File: src/rtl/reset_seq_pkg.sv
// Shared state encoding for the staged reset sequencer.
package reset_seq_pkg;

    localparam logic [1:0] ENC_ASSERT     = 2'd0;
    localparam logic [1:0] ENC_WAIT_READY = 2'd1;
    localparam logic [1:0] ENC_RUN        = 2'd2;
    localparam logic [1:0] ENC_ERROR      = 2'd3;

    typedef enum logic [1:0] {
        ASSERT     = ENC_ASSERT,
        WAIT_READY = ENC_WAIT_READY,
        RUN        = ENC_RUN,
        ERROR      = ENC_ERROR
    } seq_state_t;

endpackage

File: src/rtl/reset_seq_timer.sv
// Up-counter with clear/enable; o_term flags the last count before LIMIT.
module reset_seq_timer #(
    parameter int WIDTH = 4,
    parameter int LIMIT = 15
) (
    input  logic clk,
    input  logic i_rst_n,
    input  logic i_clr,
    input  logic i_en,
    output logic o_term
);

    logic [WIDTH-1:0] r_count;

    // Clear has priority so the owner can restart the count on the terminal edge.
    always_ff @(posedge clk) begin
        if (!i_rst_n) begin
            r_count <= '0;
        end else if (i_clr) begin
            r_count <= '0;
        end else if (i_en) begin
            r_count <= r_count + 1'b1;
        end
    end

    assign o_term = (r_count == WIDTH'(LIMIT - 1));

endmodule

File: src/rtl/reset_sequencer.sv
// Releases per-subsystem resets in order, waiting for each stage's ready with a timeout.
module reset_sequencer
    import reset_seq_pkg::*;
#(
    parameter int STAGES         = 4,
    parameter int IDX_WIDTH      = 2,
    parameter int HOLD_CYCLES    = 15,
    parameter int HOLD_WIDTH     = 4,
    parameter int TIMEOUT_CYCLES = 255,
    parameter int TIMEOUT_WIDTH  = 8
) (
    input  logic                 clk,
    input  logic                 i_rst_n,
    input  logic                 i_rst_req,
    input  logic [STAGES-1:0]    i_stage_ready,
    output logic [STAGES-1:0]    o_stage_rst,
    output logic                 o_done,
    output logic                 o_timeout_err,
    output logic [IDX_WIDTH-1:0] o_stage_idx
);

    seq_state_t           r_state, w_state_nxt;
    logic [STAGES-1:0]    r_stage_rst, w_stage_rst_nxt;
    logic [IDX_WIDTH-1:0] r_idx, w_idx_nxt;
    logic                 r_done, w_done_nxt;
    logic                 r_err, w_err_nxt;

    logic w_hold_clr, w_hold_en, w_hold_term;
    logic w_to_clr, w_to_en, w_to_term;
    logic w_ready_sel;

    reset_seq_timer #(.WIDTH(HOLD_WIDTH), .LIMIT(HOLD_CYCLES)) u_hold (
        .clk     (clk),
        .i_rst_n (i_rst_n),
        .i_clr   (w_hold_clr),
        .i_en    (w_hold_en),
        .o_term  (w_hold_term)
    );

    reset_seq_timer #(.WIDTH(TIMEOUT_WIDTH), .LIMIT(TIMEOUT_CYCLES)) u_timeout (
        .clk     (clk),
        .i_rst_n (i_rst_n),
        .i_clr   (w_to_clr),
        .i_en    (w_to_en),
        .o_term  (w_to_term)
    );

    // Only the ready bit of the stage being waited on matters.
    always_comb begin
        w_ready_sel = 1'b0;
        for (int k = 0; k < STAGES; k++) begin
            if (r_idx == IDX_WIDTH'(k)) w_ready_sel = i_stage_ready[k];
        end
    end

    always_comb begin
        w_state_nxt     = r_state;
        w_stage_rst_nxt = r_stage_rst;
        w_idx_nxt       = r_idx;
        w_done_nxt      = r_done;
        w_err_nxt       = r_err;
        w_hold_clr      = 1'b1;
        w_hold_en       = 1'b0;
        w_to_clr        = 1'b1;
        w_to_en         = 1'b0;

        if (i_rst_req) begin
            w_state_nxt     = ASSERT;
            w_stage_rst_nxt = '1;
            w_idx_nxt       = '0;
            w_done_nxt      = 1'b0;
            w_err_nxt       = 1'b0;
        end else begin
            case (r_state)
                ASSERT: begin
                    w_stage_rst_nxt = '1;
                    if (w_hold_term) begin
                        w_stage_rst_nxt[0] = 1'b0;
                        w_idx_nxt          = '0;
                        w_state_nxt        = WAIT_READY;
                    end else begin
                        w_hold_clr = 1'b0;
                        w_hold_en  = 1'b1;
                    end
                end
                WAIT_READY: begin
                    if (w_ready_sel) begin
                        if (r_idx == IDX_WIDTH'(STAGES - 1)) begin
                            w_state_nxt = RUN;
                            w_done_nxt  = 1'b1;
                        end else begin
                            for (int k = 0; k < STAGES; k++) begin
                                if (k == int'(r_idx) + 1) w_stage_rst_nxt[k] = 1'b0;
                            end
                            w_idx_nxt = r_idx + 1'b1;
                        end
                    end else if (w_to_term) begin
                        // Put the failing stage back into reset; index keeps pointing at it.
                        for (int k = 0; k < STAGES; k++) begin
                            if (k == int'(r_idx)) w_stage_rst_nxt[k] = 1'b1;
                        end
                        w_err_nxt   = 1'b1;
                        w_state_nxt = ERROR;
                    end else begin
                        w_to_clr = 1'b0;
                        w_to_en  = 1'b1;
                    end
                end
                RUN:     ;
                ERROR:   ;
                default: w_state_nxt = ASSERT;
            endcase
        end
    end

    always_ff @(posedge clk) begin
        if (!i_rst_n) begin
            r_state     <= ASSERT;
            r_stage_rst <= '1;
            r_idx       <= '0;
            r_done      <= 1'b0;
            r_err       <= 1'b0;
        end else begin
            r_state     <= w_state_nxt;
            r_stage_rst <= w_stage_rst_nxt;
            r_idx       <= w_idx_nxt;
            r_done      <= w_done_nxt;
            r_err       <= w_err_nxt;
        end
    end

    assign o_stage_rst   = r_stage_rst;
    assign o_done        = r_done;
    assign o_timeout_err = r_err;
    assign o_stage_idx   = r_idx;

endmodule
File: config.mk
export PLATFORM = sky130hd
export DESIGN_NAME = reset_sequencer
export DESIGN_NICKNAME = d
export VERILOG_FILES = /design/src/rtl/reset_seq_pkg.sv /design/src/rtl/reset_seq_timer.sv /design/src/rtl/reset_sequencer.sv
export SDC_FILE = /design/constraint.sdc
export NUM_CORES = 1
export LEC_CHECK = 0
export CAP_MARGIN = 20
export CORE_UTILIZATION = 45
export CTS_CLUSTER_DIAMETER = 150
export DETAILED_ROUTE_END_ITERATION = 7
export HOLD_SLACK_MARGIN = 0.02
export PLACE_DENSITY = 0.73
export SLEW_MARGIN = 10
export SYNTH_ARGS = -nofsm -noshare
export SYNTH_HDL_FRONTEND = slang
export SYNTH_SLANG_ARGS = --single-unit
File: constraint.sdc
create_clock -name clk -period 2.4 [get_ports clk]
set_input_delay 0.36 -clock clk [delete_from_list [all_inputs] [get_ports clk]]
set_output_delay 0.36 -clock clk [all_outputs]
set_load 0.1 [all_outputs]
After elaboration in Yosys (flattened, before gate mapping). Cells that the tools add are included.

Input bits: 7. Output and inout port bits: 8. Word-level logic and storage cells: 97. Bits in registers: 22.

Bitwise gates (word level): 2. $add $sub $neg: 4. Mux-type cells: 39. Reduce and logical (&&, ||, !) cells: 16. Eq/ne operators: 26.

Operators with widths (count): $eq 2x32->1 const A (1); $eq 3x32->1 const A (1); $logic_not 32->1 (1); $ne 3x3->1 const B (10); $mux 1 (26); $reduce_and 5->1 (4); $mux 2 (7); $mux 4 (3); $add 8x1->8 const B (1); $eq 8x8->1 const B (1); $pmux 2 s2 (2); $pmux 4 s2 (1); $reduce_and 4->1 (2); $logic_not 2->1 (3); $reduce_and 3->1 (2); $reduce_or 2->1 (3); $add 4x1->4 const B (1); $eq 2x1->1 const B (2); $eq 2x2->1 const A (2); $eq 2x2->1 const B (2); $eq 4x4->1 const B (1); $ne 2x2->1 const B (2); $add 2x1->3 const B (1); $eq 2x3->1 const A (1); other kinds (6) (7).

Longest topological paths before layout. Gate-level depths: netlist (run 1).

Depth in word-level cells: 9. Depth in mapped cells: 7. Gate-level depth less buffers: 7.

Hierarchy. A second synthesis (run 1) with hierarchy kept.

Cells, all modules: 143. Area, all modules: 1281.2 um^2.

By module, submodules not included: reset_sequencer (area each 715.7 um^2, cells an instance 81, instances 1, seq. area each 200.2 um^2); reset_seq_timer at u_timeout (area each 365.4 um^2, cells an instance 42, instances 1, seq. area each 160.2 um^2); reset_seq_timer at u_hold (area each 200.2 um^2, cells an instance 20, instances 1, seq. area each 80.1 um^2).

Least setup slack after synthesis (run 1). OpenSTA, ideal clock, no wires.

Path type: reg-to-reg. From: reg r_idx[0] (netlist: o_stage_idx[0]). To: reg r_stage_rst[1] (netlist: o_stage_rst[1]). Clock period less this slack: 2.587 ns. Stages on the path, launching flop included: 8. Setup time: 0.120 ns. Required time: 2.280 ns. Buffers on the path: 0. Arrival time: 2.467 ns. Path slack: -0.187 ns. Cell sequence: dfxtp_1 -> inv_1 -> ha_1 -> a211oi_1 -> a211o_1 -> mux2_4 -> o21ai_1 -> a2bb2oi_2.

Word-level cells in the longest chain between the ends: 7. Elaborated cells on any way between the ends: 18. Classes of those cells: 1 x add/sub; 9 x eq/ne; 6 x mux; 2 x reduce/logical.

RTL lines: start: declaration (RTL line reset_sequencer.sv:24) `logic [IDX_WIDTH-1:0] r_idx, w_idx_nxt;`; start signal: assignment (RTL line reset_sequencer.sv:126) `r_idx <= w_idx_nxt;`; branches (longest 7 deep; another with $add 2x1->3); end signal: assignment (RTL line reset_sequencer.sv:125) `r_stage_rst <= w_stage_rst_nxt;`; end: declaration (RTL line reset_sequencer.sv:23) `logic [STAGES-1:0] r_stage_rst, w_stage_rst_nxt;`.

Parallel ways; which one is timed is not known. A chain may end at the register's enable or synchronous reset.

Final worst setup path (run 1).
From: reg r_idx[1] (netlist: o_stage_idx[1]). To: reg r_stage_rst[1] (netlist: o_stage_rst[1]).

The elaborated chain is that of the path after synthesis.

==> summary.md, run 1 <==
Among all stages on the critical path, the largest delay is contributed by sky130_fd_sc_hd__dfxtp_2. The number of antenna violations at the first check in global routing was 0; the worst slew slack as a fraction of its limit was 68.9%. The logs give 0 for the final hold violation count and 0 for the number of max-capacitance violations reported. For the pin with the worst max-slew slack, the measured transition is 465 ps. The via density per instance was 5.32; the cell area after technology mapping was 1120 µm². In this run the count of I/O pins placed on the die edge is 15. The first global-routing pass estimated 3.53 mm of wire.

Startpoint of the worst-slack reg-to-reg timing path: o_stage_idx[1]. In this run the worst hold path is classified as register to register. For the worst setup path, the data required time is 2610 ps.

After clock tree synthesis, the clock-pin slew on the worst setup and hold paths is 110 ps. The kind of critical path is register to register. The run gives 0 as the total number of yosys warnings. In this run the most critical hold path is launched from u_timeout.r_count[0]. The remaining antenna violation count after routing was 0. The tools report the type of destination of the critical path as a register.

The library cell used most frequently in the layout, excluding fill and tap cells, is sky130_fd_sc_hd__nor2_1. After floorplanning, the core was divided into 17 placement rows. The count of different cell masters after synthesis was 34. STA classifies the critical path startpoint as a register. Setup repair after global routing left no endpoint under its margin. Maximum fanout encountered on the critical timing path: 4.

The area growth from synthesis to layout is 16.1%. Setup total negative slack: 0 ps. The number of cells on the worst hold path was 1. The number of search-and-repair iterations in the first detailed-routing pass was 4.

Wires add up to 2.16 mm. In this run the register-to-register setup slack is 500 ps. For the worst-skew pair, the clock arrives at the later sink with an insertion delay of 310 ps. Standby leakage power: 0.504 nW. The number of antenna diodes in the final layout is 0. In the final routed layout, each cell accounts on average for 12.6 µm. The logs give 0.790 for the final weighted congestion in routability-driven placement and 18.3% for the overall fraction of global-route tracks in use.

The number of clock buffers inserted by TritonCTS was 3; the mean cell area of the mapped netlist was 8.79 µm². In this run, post-CTS hold repair placed 0 buffers. For this run, asynchronously set or reset flops after synthesis account for 0%. For the final database, setup skew stands at 2.80 ps. After layout, the minimum clock period comes to 1900 ps. Final layout net count: 161. For the maximum level of the CTS H-tree, the log shows 1. The logs give 0 for the global-route congestion overflow total and 0 for the number of pins with negative max-slew slack in the final report. Cells with a size suffix above 1 make up 14.7% of the layout.

During placement, the flow inserted port buffers numbering 14. The maximum clock insertion buffer count came out at 2. The worst register-to-register path ends at o_stage_rst[1].

Entering global routing, the biggest net connects 13 pins. For the worst vdd rail ir drop, the log shows 0.301 mV. For this block, the initial DRC count from the detailed router was 12. Dividing total power by cell area gives a power density of 433 nW/µm². For the worst setup path, the data arrival time is 2100 ps. Setup violations remaining at the end of the flow were counted as 0. The die boundary height works out to 51.8 µm. The tools report the quantity of gates resized following cts as 0. On the worst path, the slowest cell contributes a delay of 370 ps. For hold timing, the worst endpoint is u_timeout.r_count[0].

In this run the horizontal extent of the chip is 51.8 µm. After layout, the worst path uses 79.0% of the clock period. The clock net in this run drives a total of 22 sinks. Measured in cells, the most critical reg-to-reg path has a length of 7. The run finished with clean final reports. The flip-flop cell with the highest count after synthesis is sky130_fd_sc_hd__dfxtp_1.

For this run, the top clock speed supported by timing is 0.527 GHz. In this run, synthesis produced a sequential element count of 22. The number of global-route vias before repair was 829. TritonCTS built the clock tree. The synthesized design contains 0 enable-type register cells. Number of nets in the synthesized netlist: 143. The cell count after synthesis came out at 127. The tools report the final core utilization as 57.0%.

For the routed via count, the log shows 909. The share of synthesized area occupied by flip-flops and latches was 39.5%; the initial cell density of the core was 49.0%. The floorplan step defined a die boundary enclosing 2680 µm². The clock root buffer is sky130_fd_sc_hd__clkbuf_4.

Traced cell by cell, the critical path runs through inv_1 -> ha_1 -> a211oi_1 -> a211o_1 -> mux2_4 -> o21ai_1 -> a2bb2oi_2. The library cells used most frequently in the layout, excluding fill and tap cells, are sky130_fd_sc_hd__nor2_1, sky130_fd_sc_hd__dfxtp_1, sky130_fd_sc_hd__ha_1, sky130_fd_sc_hd__buf_4. The number of setup buffers added after CTS is 0. Summed over all nets, the half-perimeter wirelength after detailed placement is 1.60 mm. The floorplan step defined a core boundary enclosing 2280 µm². For this run, design rule violations remaining after detail routing come to 0.
## metal layers
layer / track usage (%) / wire [µm] / vias to the layer above
met5: 0 / 0 / -
met4: 10.8 / 47 / 0
met3: 3.80 / 69 / 4
met2: 28.8 / 973 / 15
met1: 22.8 / 1070 / 424
li1: - / - / 466
## critical path, delay by kind of cell (launching register included)
kind	cells	cell delay, ps
adder cells (fa/ha/maj)	1	240
multiplexers	1	330
buffers and inverters	1	80
AO/OA/AOI/OAI	4	780
flip-flops	1	370
## Yosys cell counts (3+ instances only)
cell type                   n  area, µm²
sky130_fd_sc_hd__ha_1       9        113
sky130_fd_sc_hd__nand2b_1   4       25.0
sky130_fd_sc_hd__nor2b_1    5       31.3
sky130_fd_sc_hd__dfxtp_1   22        440
sky130_fd_sc_hd__a21oi_1    8       40.0
sky130_fd_sc_hd__inv_1      8       30.0
sky130_fd_sc_hd__xor2_1     4       35.0
sky130_fd_sc_hd__nor2_1    22       82.6
sky130_fd_sc_hd__o21ai_1    3       15.0
sky130_fd_sc_hd__a31oi_1    3       18.8
sky130_fd_sc_hd__nand3_1    8       40.0
sky130_fd_sc_hd__xnor2_1    4       35.0
## final cells by class
class | count | area (µm²)
fillers | 204 | 980
repair buffers | 15 | 128
well taps | 28 | 35.0
inverters | 8 | 30.0
multi-input cells | 95 | 638
clock buffers | 3 | 22.5
flip-flops and latches | 22 | 443
## kinds of logic (layout without fill, tap and decap cells)
kind of cell | count (synthesis) | in the layout | share of synthesized area [%]
multiplexers | 2 | 2 | 2.24
buffers and inverters | 10 | 26 | 3.36
adder cells (fa/ha/maj) | 9 | 9 | 10.1
flip-flops | 22 | 22 | 39.5
AND/OR/NAND/NOR | 51 | 51 | 23.7
AO/OA/AOI/OAI | 25 | 25 | 14.9
XOR/XNOR | 8 | 8 | 6.28
## power by group
group | internal, W | total [W] | switching, W
registers | 0.000367 | 0.000368 | 0.00000142
logic | 0.0000154 | 0.0000278 | 0.0000125
clock network | 0.0000587 | 0.000166 | 0.000107
## state kept, by name, indices dropped and copies added, names as in the netlist
name               flops
o_done                 1
o_stage_idx            2
o_stage_rst            4
o_timeout_err          1
r_state                2
u_hold.r_count         4
u_timeout.r_count      8
## how the worst max path moves through the flow
stage,startpoint,to,cells after the start
after floorplan,o_stage_idx[1],o_stage_rst[1],7
after global placement,i_stage_ready[1],o_stage_rst[1],6
after detailed placement,i_stage_ready[1],o_stage_rst[1],6
after CTS,o_stage_idx[1],o_stage_rst[1],7
after global routing,o_stage_idx[1],o_stage_rst[1],7
final,o_stage_idx[1],o_stage_rst[1],7
## stage by stage
stage | hold slack (ps) | power, W | cell area (µm²) | std cells | setup WS, ps
3_5_place_dp | 454 | 0.000404 | 1270 | 168 | 400
6_report | 473 | 0.000561 | 1300 | 171 | 504
3_3_place_gp | 442 | 0.000404 | 1270 | 168 | 429
2_1_floorplan | 430 | 0.000388 | 1120 | 127 | 193
5_1_grt | 496 | 0.000583 | 1300 | 171 | 370
4_1_cts | 483 | 0.000570 | 1300 | 171 | 500
(Power assumes the default switching activity.)
==> run 2, diff against run 1 <==
Settings changed: PLACE_DENSITY 0.73 to 0.76.
Clock period 2.4 ns to 1.7 ns, I/O delays scaled along.
==> run 2 against run 1 <==
The flow now finishes with violations (negative setup slack). Sequential share of layout area down 7.5 points. Die area unchanged. Core utilization increased by 17 points. Critical endpoint unchanged. Largest cell class unchanged. Largest power group unchanged.
==> summary.md, run 2 (same netlist as run 1, synthesis figures left out) <==
Layout overhead on the synthesized area: 50.2% (was 16.1%). The leading cell type in the layout, fill and taps excluded is sky130_fd_sc_hd__dfxtp_1 (was sky130_fd_sc_hd__nor2_1). The worst setup skew after layout is 10.6 ps (was 2.80 ps), and the register clock-pin slew on the reported worst setup and hold paths is 130 ps (was 110 ps). The clock root buffer was sky130_fd_sc_hd__clkbuf_4 (unchanged).

For the remaining antenna violation count after routing, the log shows 0 (unchanged). Total power per unit cell area: 514 nW/µm² (was 433 nW/µm²). For the overall fraction of global-route tracks in use, the log shows 21.6% (was 18.3%). The post-placement worst setup slack is -126 ps (was 400 ps). The run finished, with violations left. The setup-violating endpoint count in the final report was 11 (was 0); the delay of the slowest cell on the worst path was 400 ps (was 370 ps). Die boundary height: 51.8 µm (unchanged). Category of cells accounting for the largest share of critical-path delay: compound AO/OA/AOI/OAI gates (unchanged).

The tools report the maximum level of the CTS H-tree as 1 (unchanged). The hold buffer count at CTS came out at 0 (unchanged). The worst vdd rail ir drop is 0.562 mV (was 0.301 mV). The tools report the total power after layout as 0.000861 W (was 0.000561 W). For the standard-cell row count, the log shows 17 (unchanged). The width of the die works out to 51.8 µm (unchanged). The total core area is 2280 µm² (unchanged). The run gives -100 ps (was 504 ps) as the least setup slack across all paths after layout. The register with the highest flop count was u_timeout.r_count (unchanged). The share of the clock period used by the worst path after layout is 106% (was 79.0%), and the first-pass GRT wire length is 4.33 mm (was 3.53 mm). The kind of critical path was register to register (unchanged).

The ratio of cells with drive above 1 in the final layout was 36.6% (was 14.7%). The global-route congestion overflow total is 0 (unchanged). The tools report the final hold violation count as 0 (unchanged). The count of buffers inserted at the top-level ports works out to 14 (unchanged). Commonest non-fill, non-tap cells in the layout: sky130_fd_sc_hd__dfxtp_1, sky130_fd_sc_hd__buf_4, sky130_fd_sc_hd__nor2_1 (was sky130_fd_sc_hd__nor2_1, sky130_fd_sc_hd__dfxtp_1, sky130_fd_sc_hd__ha_1, sky130_fd_sc_hd__buf_4). The sink count of the clock tree was 22 (unchanged).

Startpoint type of the worst setup path: a register (unchanged). The number of pins with negative max-slew slack in the final report was 0 (unchanged); the pin count of the biggest net entering global routing was 13 (unchanged). The run gives 181 (was 161) as the final layout net count. The checks that failed: negative setup slack. The tools report the number of top-level pins as 15 (unchanged). Slowest cell on the critical path: sky130_fd_sc_hd__dfxtp_4 (was sky130_fd_sc_hd__dfxtp_2). The tools report the total wirelength of the detailed-routed design as 2.64 mm (was 2.16 mm). The run gives 0.659 nW (was 0.504 nW) as the standby leakage power. The setup total negative slack is -640 ps (was 0 ps).

The number of clock buffers inserted by TritonCTS is 3 (unchanged). The type of destination of the critical path was a register (unchanged). The maximum fanout encountered on the critical timing path was 4 (unchanged). Worst slew slack as a fraction of its limit: 70.0% (was 68.9%). Type of the worst min-delay path: register to register (unchanged). The number of global-route vias before repair is 1003 (was 829), and the final core utilization is 73.7% (was 57.0%).

The minimum period implied by the final worst setup slack was 1800 ps (was 1900 ps). For the number of antenna diodes, the log shows 0 (unchanged). TritonCTS built the clock tree. Setup repair after global routing could not meet its margin everywhere. The run gives 0 (unchanged) as the number of antenna violations at the first check in global routing. The logs give 1040 (was 909) for the routed via count and 1920 ps (was 2610 ps) for the critical path required time. The worst-skew pair later-pin latency came out at 320 ps (was 310 ps). The area of all placed cells without fillers was 1680 µm² (was 1300 µm²); the endpoint arrival time on the critical path was 2020 ps (was 2100 ps). The flip-flop count of the largest register, all copies and words added came out at 8 (unchanged). The maximum achievable frequency is 0.555 GHz (was 0.527 GHz). The maximum clock insertion buffer count was 2 (unchanged); the total placed instance area was 1520 µm² (was 1270 µm²).

The mean routed wirelength per cell is 13.8 µm (was 12.6 µm). The final weighted congestion in routability-driven placement came out at 0.858 (was 0.790). The area of the die was 2680 µm² (unchanged); the DRC violation total after the first TritonRoute iteration was 13 (was 12). The measured slew at the worst slew-check pin is 450 ps (was 465 ps), and the initial cell density of the core is 49.0% (unchanged). Chain of cells forming the critical path: inv_4 -> ha_1 -> nand3b_1 -> a211o_1 -> mux2_4 -> o21ai_2 -> a2bb2oi_2 (was inv_1 -> ha_1 -> a211oi_1 -> a211o_1 -> mux2_4 -> o21ai_1 -> a2bb2oi_2). For the detailed-route DRC error count, the log shows 0 (unchanged).

The via density per instance was 5.42 (was 5.32). The number of search-and-repair iterations in the first detailed-routing pass was 4 (unchanged); the count of buffering cells on the critical path with inverters included was 1 (unchanged). The logs give 1.89 mm (was 1.60 mm) for the placed wire-length estimate after detailed placement and 0 (unchanged) for the number of max-capacitance violations reported.
[run 2: cell types whose count changed in the layout (fill, tap and decap cells not counted), sizes merged]
cell,change
clkbuf,+1
buf,+20
[run 2: final cells by class]
| cell class | count | area (µm²) |
|---|---|---|
| multi-input combinational | 95 | 737 |
| inverter | 8 | 35.0 |
| tap | 28 | 35.0 |
| timing repair buffer | 35 | 385 |
| sequential | 22 | 448 |
| clock buffer | 4 | 36.3 |
| fill | 170 | 599 |
[run 2: layer usage]
| layer | part of all wire [%] | vias up | wire length [µm] | track usage [%] |
|---|---|---|---|---|
| met5 | 0 | - | 0 | 0 |
| met4 | 0.34 | 0 | 9 | 9.01 |
| met3 | 3.9 | 2 | 104 | 5.56 |
| met2 | 51 | 24 | 1350 | 36.8 |
| met1 | 45 | 505 | 1180 | 25.6 |
| li1 | - | 509 | - | - |
[run 2: final timing paths]
| path | from | endpoint | slack (ps) | cells past startpoint |
|---|---|---|---|---|
| worst max-delay path | o_stage_idx[0] | o_stage_rst[1] | -100 | 7 |
| worst min-delay path | u_timeout.r_count[0] | u_timeout.r_count[0] | 480 | 1 |
| worst max register to register | o_stage_idx[0] | o_stage_rst[1] | -100 | 7 |
| worst min register to register | u_timeout.r_count[0] | u_timeout.r_count[0] | 480 | 1 |
[run 2: stage by stage]
step | std cells | hold WS [ps]
6_report | 192 | 483
3_5_place_dp | 183 | 448
5_1_grt | 192 | 510
3_3_place_gp | 183 | 443
2_1_floorplan | 127 | 409
4_1_cts | 187 | 477
[run 2: repair_timing]
item	in CTS	in global routing
setup buffers	0	5
cloned	0	0
endpoints found under the setup margin	11	15
pin swaps	1	2
resized for setup	4	17
[run 2: power breakdown]
group / switching (W) / internal, W / total (W)
Clock: 0.000162 / 0.000131 / 0.000293
Sequential: 0.00000245 / 0.000515 / 0.000517
Combinational: 0.0000225 / 0.0000291 / 0.0000516
Total: 0.000187 / 0.000675 / 0.000861
